<file path="config.mk">
export PLATFORM = sky130hd
export DESIGN_NAME = voice_allocator
export DESIGN_NICKNAME = d
export VERILOG_FILES = /design/src/rtl/voice_pkg.sv /design/src/rtl/prio_enc.sv /design/src/rtl/voice_allocator.sv
export SDC_FILE = /design/constraint.sdc
export NUM_CORES = 1
export LEC_CHECK = 0
export ABC_AREA = 1
export BUFFER_PORTS_ARGS = -buffer_cell sky130_fd_sc_hd__buf_2
export CORE_ASPECT_RATIO = 0.6
export CORE_MARGIN = 1.5
export CORE_UTILIZATION = 45
export CTS_CLUSTER_DIAMETER = 100
export DETAILED_ROUTE_END_ITERATION = 10
export GPL_ROUTABILITY_DRIVEN = 0
export PLACE_DENSITY = 0.66
export SYNTH_ARGS = -nofsm -noshare
export SYNTH_HDL_FRONTEND = slang
export SYNTH_SLANG_ARGS = --single-unit
</file>
<file path="constraint.sdc">
create_clock -name clk -period 2.2 [get_ports clk]
set_input_delay 0.11 -clock clk [delete_from_list [all_inputs] [get_ports clk]]
set_output_delay 0.11 -clock clk [all_outputs]
set_load 0.02 [all_outputs]
</file>
<file path="src/rtl/voice_pkg.sv">
// Shared defaults and helper types for the polyphonic voice allocator.
package voice_pkg;

  localparam int DEFAULT_NUM_KEYS   = 24;
  localparam int DEFAULT_NUM_VOICES = 4;
  localparam int DEFAULT_KEY_W      = 5;

  // Age rank width for the default voice pool.
  localparam int AGE_W = $clog2(DEFAULT_NUM_VOICES);

  typedef logic [DEFAULT_KEY_W-1:0] key_idx_t;
  typedef logic [AGE_W-1:0]         age_t;

  // Index width for an n-entry vector; never narrower than one bit.
  function automatic int idx_width(input int n);
    return (n > 1) ? $clog2(n) : 1;
  endfunction

endpackage

</file>
<file path="src/rtl/prio_enc.sv">
// Lowest-set-bit priority encoder with a valid flag.
module prio_enc
  import voice_pkg::*;
#(
  parameter int WIDTH = 8,
  parameter int IDX_W = idx_width(WIDTH)
) (
  input  logic [WIDTH-1:0] req,
  output logic [IDX_W-1:0] idx,
  output logic             valid
);

  // Scan from the top down so the lowest set bit is the last one written.
  always_comb begin
    idx   = '0;
    valid = |req;
    for (int i = WIDTH - 1; i >= 0; i--) begin
      if (req[i]) idx = IDX_W'(i);
    end
  end

endmodule

</file>
<file path="src/rtl/voice_allocator.sv">
// Polyphonic voice scheduler: queues key press/release edges and shares a
// fixed pool of voices among held keys, stealing the oldest voice when full.
module voice_allocator
  import voice_pkg::*;
#(
  parameter int NUM_KEYS   = DEFAULT_NUM_KEYS,
  parameter int NUM_VOICES = DEFAULT_NUM_VOICES,
  parameter int KEY_W      = DEFAULT_KEY_W
) (
  input  logic                        clk,
  input  logic                        rst_n,
  input  logic [NUM_KEYS-1:0]         keys,
  output logic [NUM_VOICES*KEY_W-1:0] voice_key,
  output logic [NUM_VOICES-1:0]       voice_active,
  output logic [NUM_VOICES-1:0]       voice_start,
  output logic                        steal,
  output logic                        busy
);

  localparam int KI_W = idx_width(NUM_KEYS);
  localparam int VI_W = idx_width(NUM_VOICES);
  localparam int AW   = idx_width(NUM_VOICES);

  // Registered state
  logic [NUM_KEYS-1:0]   prev_q,  prev_d;
  logic [NUM_KEYS-1:0]   press_q, press_d;
  logic [NUM_KEYS-1:0]   rel_q,   rel_d;
  logic [KEY_W-1:0]      key_q    [NUM_VOICES];
  logic [KEY_W-1:0]      key_d    [NUM_VOICES];
  logic [NUM_VOICES-1:0] active_q, active_d;
  logic [NUM_VOICES-1:0] start_q,  start_d;
  logic                  steal_q,  steal_d;
  logic [AW-1:0]         age_q    [NUM_VOICES];
  logic [AW-1:0]         age_d    [NUM_VOICES];

  // Service selection
  logic [NUM_KEYS-1:0]   rise, fall;
  logic [NUM_VOICES-1:0] free_mask;
  logic [KI_W-1:0]       rel_idx, press_idx;
  logic                  rel_valid, press_valid;
  logic [VI_W-1:0]       free_idx, victim, alloc;
  logic                  free_valid;

  assign free_mask = ~active_q;

  prio_enc #(.WIDTH(NUM_KEYS), .IDX_W(KI_W)) u_rel_enc (
    .req   (rel_q),
    .idx   (rel_idx),
    .valid (rel_valid)
  );

  prio_enc #(.WIDTH(NUM_KEYS), .IDX_W(KI_W)) u_press_enc (
    .req   (press_q),
    .idx   (press_idx),
    .valid (press_valid)
  );

  prio_enc #(.WIDTH(NUM_VOICES), .IDX_W(VI_W)) u_free_enc (
    .req   (free_mask),
    .idx   (free_idx),
    .valid (free_valid)
  );

  // Service one pending event (release first), then fold in this cycle's edges.
  always_comb begin
    // NOTE: every variable gets a default first so no path leaves it unassigned,
    // which would otherwise infer a latch.
    rise     = keys & ~prev_q;
    fall     = ~keys & prev_q;
    prev_d   = keys;
    press_d  = press_q;
    rel_d    = rel_q;
    key_d    = key_q;
    active_d = active_q;
    start_d  = '0;
    steal_d  = 1'b0;
    age_d    = age_q;
    victim   = '0;

    // The oldest voice carries the highest age rank.
    for (int v = 0; v < NUM_VOICES; v++) begin
      if (age_q[v] == AW'(NUM_VOICES - 1)) victim = VI_W'(v);
    end
    alloc = free_valid ? free_idx : victim;

    if (rel_valid) begin
      rel_d[rel_idx] = 1'b0;
      // A stolen key matches nothing, so its release is silently dropped.
      for (int v = 0; v < NUM_VOICES; v++) begin
        if (active_q[v] && key_q[v] == KEY_W'(rel_idx)) active_d[v] = 1'b0;
      end
    end else if (press_valid) begin
      press_d[press_idx] = 1'b0;
      key_d[alloc]       = KEY_W'(press_idx);
      active_d[alloc]    = 1'b1;
      start_d[alloc]     = 1'b1;
      steal_d            = ~free_valid;
      // Voices younger than the chosen one age by one; the chosen one becomes newest.
      for (int v = 0; v < NUM_VOICES; v++) begin
        if (age_q[v] < age_q[alloc]) age_d[v] = age_q[v] + 1'b1;
      end
      age_d[alloc] = '0;
    end

    // Edges act on the post-service masks, so a key whose press is being
    // allocated right now still queues its release if it falls this cycle.
    for (int i = 0; i < NUM_KEYS; i++) begin
      if (rise[i]) begin
        press_d[i] = 1'b1;
        rel_d[i]   = 1'b0;
      end else if (fall[i]) begin
        if (press_d[i]) press_d[i] = 1'b0;
        else            rel_d[i]   = 1'b1;
      end
    end
  end

  // Single state register for edge history, pending masks and the voice pool.
  always_ff @(posedge clk or negedge rst_n) begin
    if (!rst_n) begin
      prev_q   <= '0;
      press_q  <= '0;
      rel_q    <= '0;
      active_q <= '0;
      start_q  <= '0;
      steal_q  <= 1'b0;
      // NOTE: the voice tables are a handful of flops, not RAM, so resetting
      // them is cheap and gives the age ranks their required start permutation.
      for (int v = 0; v < NUM_VOICES; v++) begin
        key_q[v] <= '0;
        age_q[v] <= AW'(v);
      end
    end else begin
      // NOTE: non-blocking assignments so every register samples pre-edge values.
      prev_q   <= prev_d;
      press_q  <= press_d;
      rel_q    <= rel_d;
      active_q <= active_d;
      start_q  <= start_d;
      steal_q  <= steal_d;
      key_q    <= key_d;
      age_q    <= age_d;
    end
  end

  // Flatten the per-voice key table onto the output bus.
  always_comb begin
    voice_key = '0;
    for (int v = 0; v < NUM_VOICES; v++) begin
      voice_key[v*KEY_W +: KEY_W] = key_q[v];
    end
  end

  assign voice_active = active_q;
  assign voice_start  = start_q;
  assign steal        = steal_q;
  assign busy         = |(press_q | rel_q);

endmodule

</file>
# [Word-level counts from Yosys, hierarchy flattened]
# Index checks and enable logic that the tools add are counted.
[word_totals] regBits=109 output_inout_bits=30
[op_classes] n_addsub=4 magnitude_cmp=12 eq_ne=11 muxes=215 bitwise_logic=16 reduce_logical=18
[ops] operator="2-to-1 mux 5 bit" n=49
[ops] operator="2-to-1 mux 1 bit" n=130
[ops] operator="AND 24 bit" n=4
[ops] operator="NOT 24 bit" n=4
[ops] operator="2-to-1 mux 24 bit" n=3
[ops] operator="OR reduction 24 bit" n=3
[ops] operator="2-to-1 mux 2 bit" n=22
[ops] operator="OR 24 bit" n=1
[ops] operator="bitwise mux 20 bit" n=1
[ops] operator="equality test 5 bit" n=4
[ops] operator="2-to-1 mux 4 bit" n=4
[ops] operator="less-than comparator 5 x 6 -> 1 bit (second input constant)" n=2
[ops] operator="demux 1 bit (select 5 bit)" n=2
[ops] operator="demux 5 bit (select 2 bit)" n=1
[ops] operator=">= comparator 5 x 1 -> 1 bit (second input constant)" n=2
[ops] operator="AND reduction 2 bit" n=5
[ops] operator="adder 2 x 1 -> 2 bit (second input constant)" n=4
[ops] operator="AND 8 bit" n=1
[ops] operator="logical AND 1 bit" n=8
[ops] operator="less-than comparator 2 bit" n=4
[ops] operator="inequality test 2 x 1 -> 1 bit (second input constant)" n=4
[ops] operator="NOT 8 bit" n=1
[ops] operator="equality test 2 bit (second input constant)" n=3
[ops] operator="binary-select mux 2 bit (select 2 bit)" n=1
[ops] operator="12 further kinds" n=13

# [Logic depth before layout (Yosys ltp)]
[depth] depth_word=35 ltp_mapped=29 depth_no_buf=29

# [By module]
# From an unflattened synthesis, not the netlist that was laid out.
[hier_totals] cells_unflattened=708 hier_area_um2=5605.4
[by_module_without_submodules] mod="voice_allocator" n_inst=1 cells_per_inst=541 area_each_um2=4913.5
[by_module_without_submodules] mod="prio_enc (u_press_enc ...)" n_inst=2 cells_per_inst=79 area_each_um2=322.8
[by_module_without_submodules] mod="prio_enc (u_free_enc)" n_inst=1 cells_per_inst=9 area_each_um2=46.3

# [Worst setup path after synthesis]
# Ideal clock, no wire load.
[synth_timing] kind="reg2reg" from="reg age_q[0] in the netlist's numbering" to="reg age_q[1] in the netlist's numbering" setup_time_ns=0.073 t_arrival_ns=2.309 slack_ns=-0.182 path_stages_with_launch=14 synth_period_minus_slack_ns=2.382 path_cell_list="dfstp_2 -> ha_1 -> inv_1 -> a31oi_1 -> nor2_1 -> inv_1 -> nor2_1 -> a21oi_1 -> o221ai_1 -> ha_1 -> o21ai_1 -> nor3b_4 -> o21ai_0 -> a21oi_1"
[synth_between] elab_chain_cells=12
[synth_rtl] element="from (decl)" line_no="voice_allocator.sv:33" text="logic [AW-1:0] age_q [NUM_VOICES];"
[synth_rtl] element="from (signal, indexed assignment)" line_no="voice_allocator.sv:131" text="age_q[v] <= AW'(v);"
[synth_rtl] element="from (signal assigned)" line_no="voice_allocator.sv:142" text="age_q <= age_d;"
[synth_rtl] element="equality test 2 bit" line_no="voice_allocator.sv:82" text="if (age_q[v] == AW'(NUM_VOICES - 1)) victim = VI_W'(v);"
[synth_rtl] element="2-to-1 mux 2 bit" line_no="voice_allocator.sv:82"
[synth_rtl] element="2-to-1 mux 2 bit" line_no="voice_allocator.sv:84" text="alloc = free_valid ? free_idx : victim;"
[synth_rtl] element="NOT 2 -> 3 bit (not written as such)" line_no="voice_allocator.sv:100, voice_allocator.sv:102"
[synth_rtl] element="binary-select mux 2 bit (select 2 bit)" line_no="voice_allocator.sv:100" text="if (age_q[v] < age_q[alloc]) age_d[v] = age_q[v] + 1'b1;"
[synth_rtl] element="2-to-1 mux 2 bit (not written as such) (2 in a row)" line_no="voice_allocator.sv:100"
[synth_rtl] element="less-than comparator 2 bit" line_no="voice_allocator.sv:100"
[synth_rtl] element="2-to-1 mux 2 bit" line_no="voice_allocator.sv:100"
[synth_rtl] element="2-to-1 mux 2 bit" line_no="voice_allocator.sv:92" text="end else if (press_valid) begin"
[synth_rtl] element="2-to-1 mux 2 bit" line_no="voice_allocator.sv:86" text="if (rel_valid) begin"
[synth_rtl] element="AND 8 bit (no source line) *"
# Mark *: on every way between the ends. The rest lies on a longest branch, timed or not. The select of a mux whose other input is x is not followed.
# A chain may end at the register's enable or synchronous reset.

# [Worst setup path after layout]
[layout_timing] from="reg age_q[4] in the netlist's numbering" to="reg key_q (netlist bit voice_key[8])"
[layout_between] elab_chain_cells=11
[layout_rtl] element="equality test 2 bit *" line_no="voice_allocator.sv:82"
[layout_rtl] element="2-to-1 mux 1 bit *" line_no="voice_allocator.sv:82"
[layout_rtl] element="2-to-1 mux 2 bit * (2 in a row)" line_no="voice_allocator.sv:82"
[layout_rtl] element="2-to-1 mux 2 bit *" line_no="voice_allocator.sv:84"
[layout_rtl] element="NOT 2 -> 3 bit (not written as such) *" line_no="voice_allocator.sv:94" text="key_d[alloc] = KEY_W'(press_idx);"
[layout_rtl] element=">= comparator 3 bit (not written as such) / less-than comparator 3 x 1 -> 1 bit (equally long branches)" line_no="voice_allocator.sv:94"
[layout_rtl] element="logical AND 1 bit (not written as such)" line_no="voice_allocator.sv:94"
[layout_rtl] element="2-to-1 mux 5 bit (not written as such)" line_no="voice_allocator.sv:94"
[layout_rtl] element="demux 5 bit (select 2 bit) *" line_no="voice_allocator.sv:94"
[layout_rtl] element="bitwise mux 20 bit *" line_no="voice_allocator.sv:94"
[layout_rtl] element="to (signal assigned)" line_no="voice_allocator.sv:141" text="key_q <= key_d;"
[layout_rtl] element="to (decl)" line_no="voice_allocator.sv:28" text="logic [KEY_W-1:0] key_q [NUM_VOICES];"
# Mark *: on every way between the ends. The rest lies on a longest branch, timed or not.

==> metrics.txt <==
R2R depth 16; ys flop type dfrtp_1; Clock Pin Slew Worst Setup and Hold Paths 0.07 ns; critical path's most frequent cell buf_4; post-synth top area cell dfrtp_1; Req. time, crit path about 2.4 ns; DRC 0; Die W 148 um; first-pass GRT wire length ~28 mm; worst r2r src age_q[4]$_DFFE_PN1P_; final worst setup slack -0.228 ns; critical path, cell by cell ha_2, a21oi_2, nand2_1, nand2_2, nor2_2, inv_1, buf_4, buf_4, buf_4, buf_4, buf_4, buf_4, nor2_4, inv_4, nand2_1, o21ai_0; XOR/XNOR Fraction of Synth Area under 10%; DR vias/cell 5.26; placed inst area ~6800 um2; Worst path top cell family by delay buffers and inverters; CP Buf/Inv Count 8; status finished with violations; Seq/Total Area, Yosys about half; distinct cell type count after synthesis 45; period utilization 110%; antenna violation net count after detailed routing 0; Post-Syn Nets 762; Worst Setup SP age_q[4]$_DFFE_PN1P_; Die ar. 13300 um2; initial antenna violation count 0; power density over the cells 690 nW/um2; CTS Sinks approximately 110; root buf cell clkbuf_16; die extent in y approximately 90 um; largest family of logic cells by synthesized area simple AND/OR/NAND/NOR gates; Final Skew between 0.005 and 0.006 ns; CP max stage delay approximately 0.56 ns; Area contributors post-synth dfrtp_1, nand2_1, inv_1; boundary pin count 56; wire length per cell roughly 17 um; number of global-route vias before repair about 5400; Synth Area in Compound Gates under 10%; DRT Wirelength 18.8 mm; maximum vdd drop between 0.4 and 0.5 mV; detailed-router iteration count before antenna repair 8; TritonCTS buffer count 9; area of the multi-input gates approximately 3100 um2; design area ~8400 um2; Longest Clk Path Bufs 2; fillcell total 930; post-synthesis mux area share 0%; post-synth top area share a little under half; share of layout cells above drive strength 1 40.1%; pin count of the biggest net entering global routing 57; GRT Util Overall 27.2%; Antenna Cells 0; area growth from synthesis to layout 48.1%; synthesized area per cell 7.76 um2; top cells by count, synth nand2_1, inv_1, dfrtp_1, nor2_1, o21ai_0; Hold Crit Class primary input to asynchronous set/reset pin; f_max 412 MHz; max cap viols 0; total gr overflow 0; Ys Warns 0; Post-Syn Instances around 730; row count 31; final hold slack 0.220 ns; minimum clock period 2.43 ns; Slew @ Worst Pin slightly above 0.6 ns; Setup WS pre-CTS -0.241 ns; startpoint class of the critical path flop; vias ~5800; Max Slew Vio Count 0; max_slew headroom between 50% and 60%; worst reg2reg setup slack -0.23 ns; Iter 0 DRT Violations 511; # nets final 965; RSZ-0062 raised after global routing true; Synth Area in Adders under 10%; Crit-path slowest cell dfstp_2; simple-gate area share of the yosys netlist 28.4%; Setup CP Type flop to flop; CTS tree yes; IO buf count 55; failing checks negative setup slack; setup TNS -6.55 ns; Final Total Pwr slightly below 6 mW; count leader, synth nand2_1; Post-synth EDFFs 0; reg-to-reg critical path endpoint voice_key[8]$_DFFE_PN0P_; Leak about 4.1 nW; final number of setup-violating endpoints 68; core footprint 12200 um2; hpwl dp 13.3 mm; Synth Cell Area 5660 um2; Yosys reg bits ~110; crit path max fanout 10; Reg area between 2000 and 3000 um2; clk_lat worst skew between 0.3 and 0.4 ns; Arr. time, crit path ~2.7 ns; # H-tree levels 3; Final Hold Viols 0; ys async rst share 100%; Initial Util a little under half; crit path capture type flop
-- placed cells by master, fill, tap and decap left out, types with 20 or more instances in the layout --
cell type / n
nand2_1: 168
inv_1: 110
dfrtp_1: 105
buf_4: 94
nor2_1: 56
buf_2: 53
nand2_2: 42
dlygate4sd3_1: 25
nor2_4: 20
o21ai_1: 20
-- registers in the layout, summed over array words and instances (netlist names) --
name / cells
press_q: 24
rel_q: 24
voice_start: 4
voice_key: 20
age_q: 8
prev_q: 24
steal: 1
voice_active: 4
-- power breakdown --
part	internal, mW	switching [mW]	total [mW]
combinational	0.823	1.11	1.93
sequential	2.15	0.154	2.31
clock	0.772	0.770	1.54
total	3.75	2.04	5.78
-- layout make-up --
cell class,count,area share (%)
clock inverter,5,0.433
tap,165,2.46
timing repair inverter,2,0.164
timing repair buffer,194,18.0
clock buffer,11,2.78
sequential,109,32.6
inverter,130,6.13
multi-input combinational,486,37.4
-- kinds of logic (layout without fill, tap and decap cells) --
family	after synthesis	in the layout
AOI/OAI and AO/OA	101	101
xor gates and xnor gates	14	14
adders and majority gates	7	7
buffers and inverters	134	342
DFF	109	109
and+or+nand+nor	364	364
-- layer usage --
metal	share of wire [%]	up-vias	track usage, %
li1	-	2679	-
met1	45	2776	42.1
met2	43	301	36.3
met3	9.9	37	8.07
met4	1.6	0	7.17
met5	0	-	0
-- repair_timing --
item                                    4_1_cts  5_1_grt
hold endpoints to repair                     49        0
setup buffers                                18       16
gates resized for setup                      73      165
endpoints found under the setup margin       71       78
hold buffers                                 25        0
cloned                                        0        2
pin swaps                                    25       53
-- worst max-delay path by stage --
stage	endpoint	depth (start not counted)
after global placement	age_q[1]$_DFFE_PN1P_	15
after detailed placement	age_q[0]$_DFFE_PN1P_	15
final	voice_key[8]$_DFFE_PN0P_	16
after floorplan	age_q[7]$_DFFE_PN0P_	13
after global routing	rel_q[1]$_DFF_PN0_	29
after CTS	age_q[2]$_DFFE_PN0P_	16
-- per-stage QoR --
stage | util (%) | std cells
after floorplan | - | 729
after global placement | 55.8 | 1026
after detailed placement | 55.8 | 1026
after CTS | 63.0 | 1085
after global routing | 68.8 | 1102
final | 68.8 | 1102
Power figures use the tool's default switching activity.
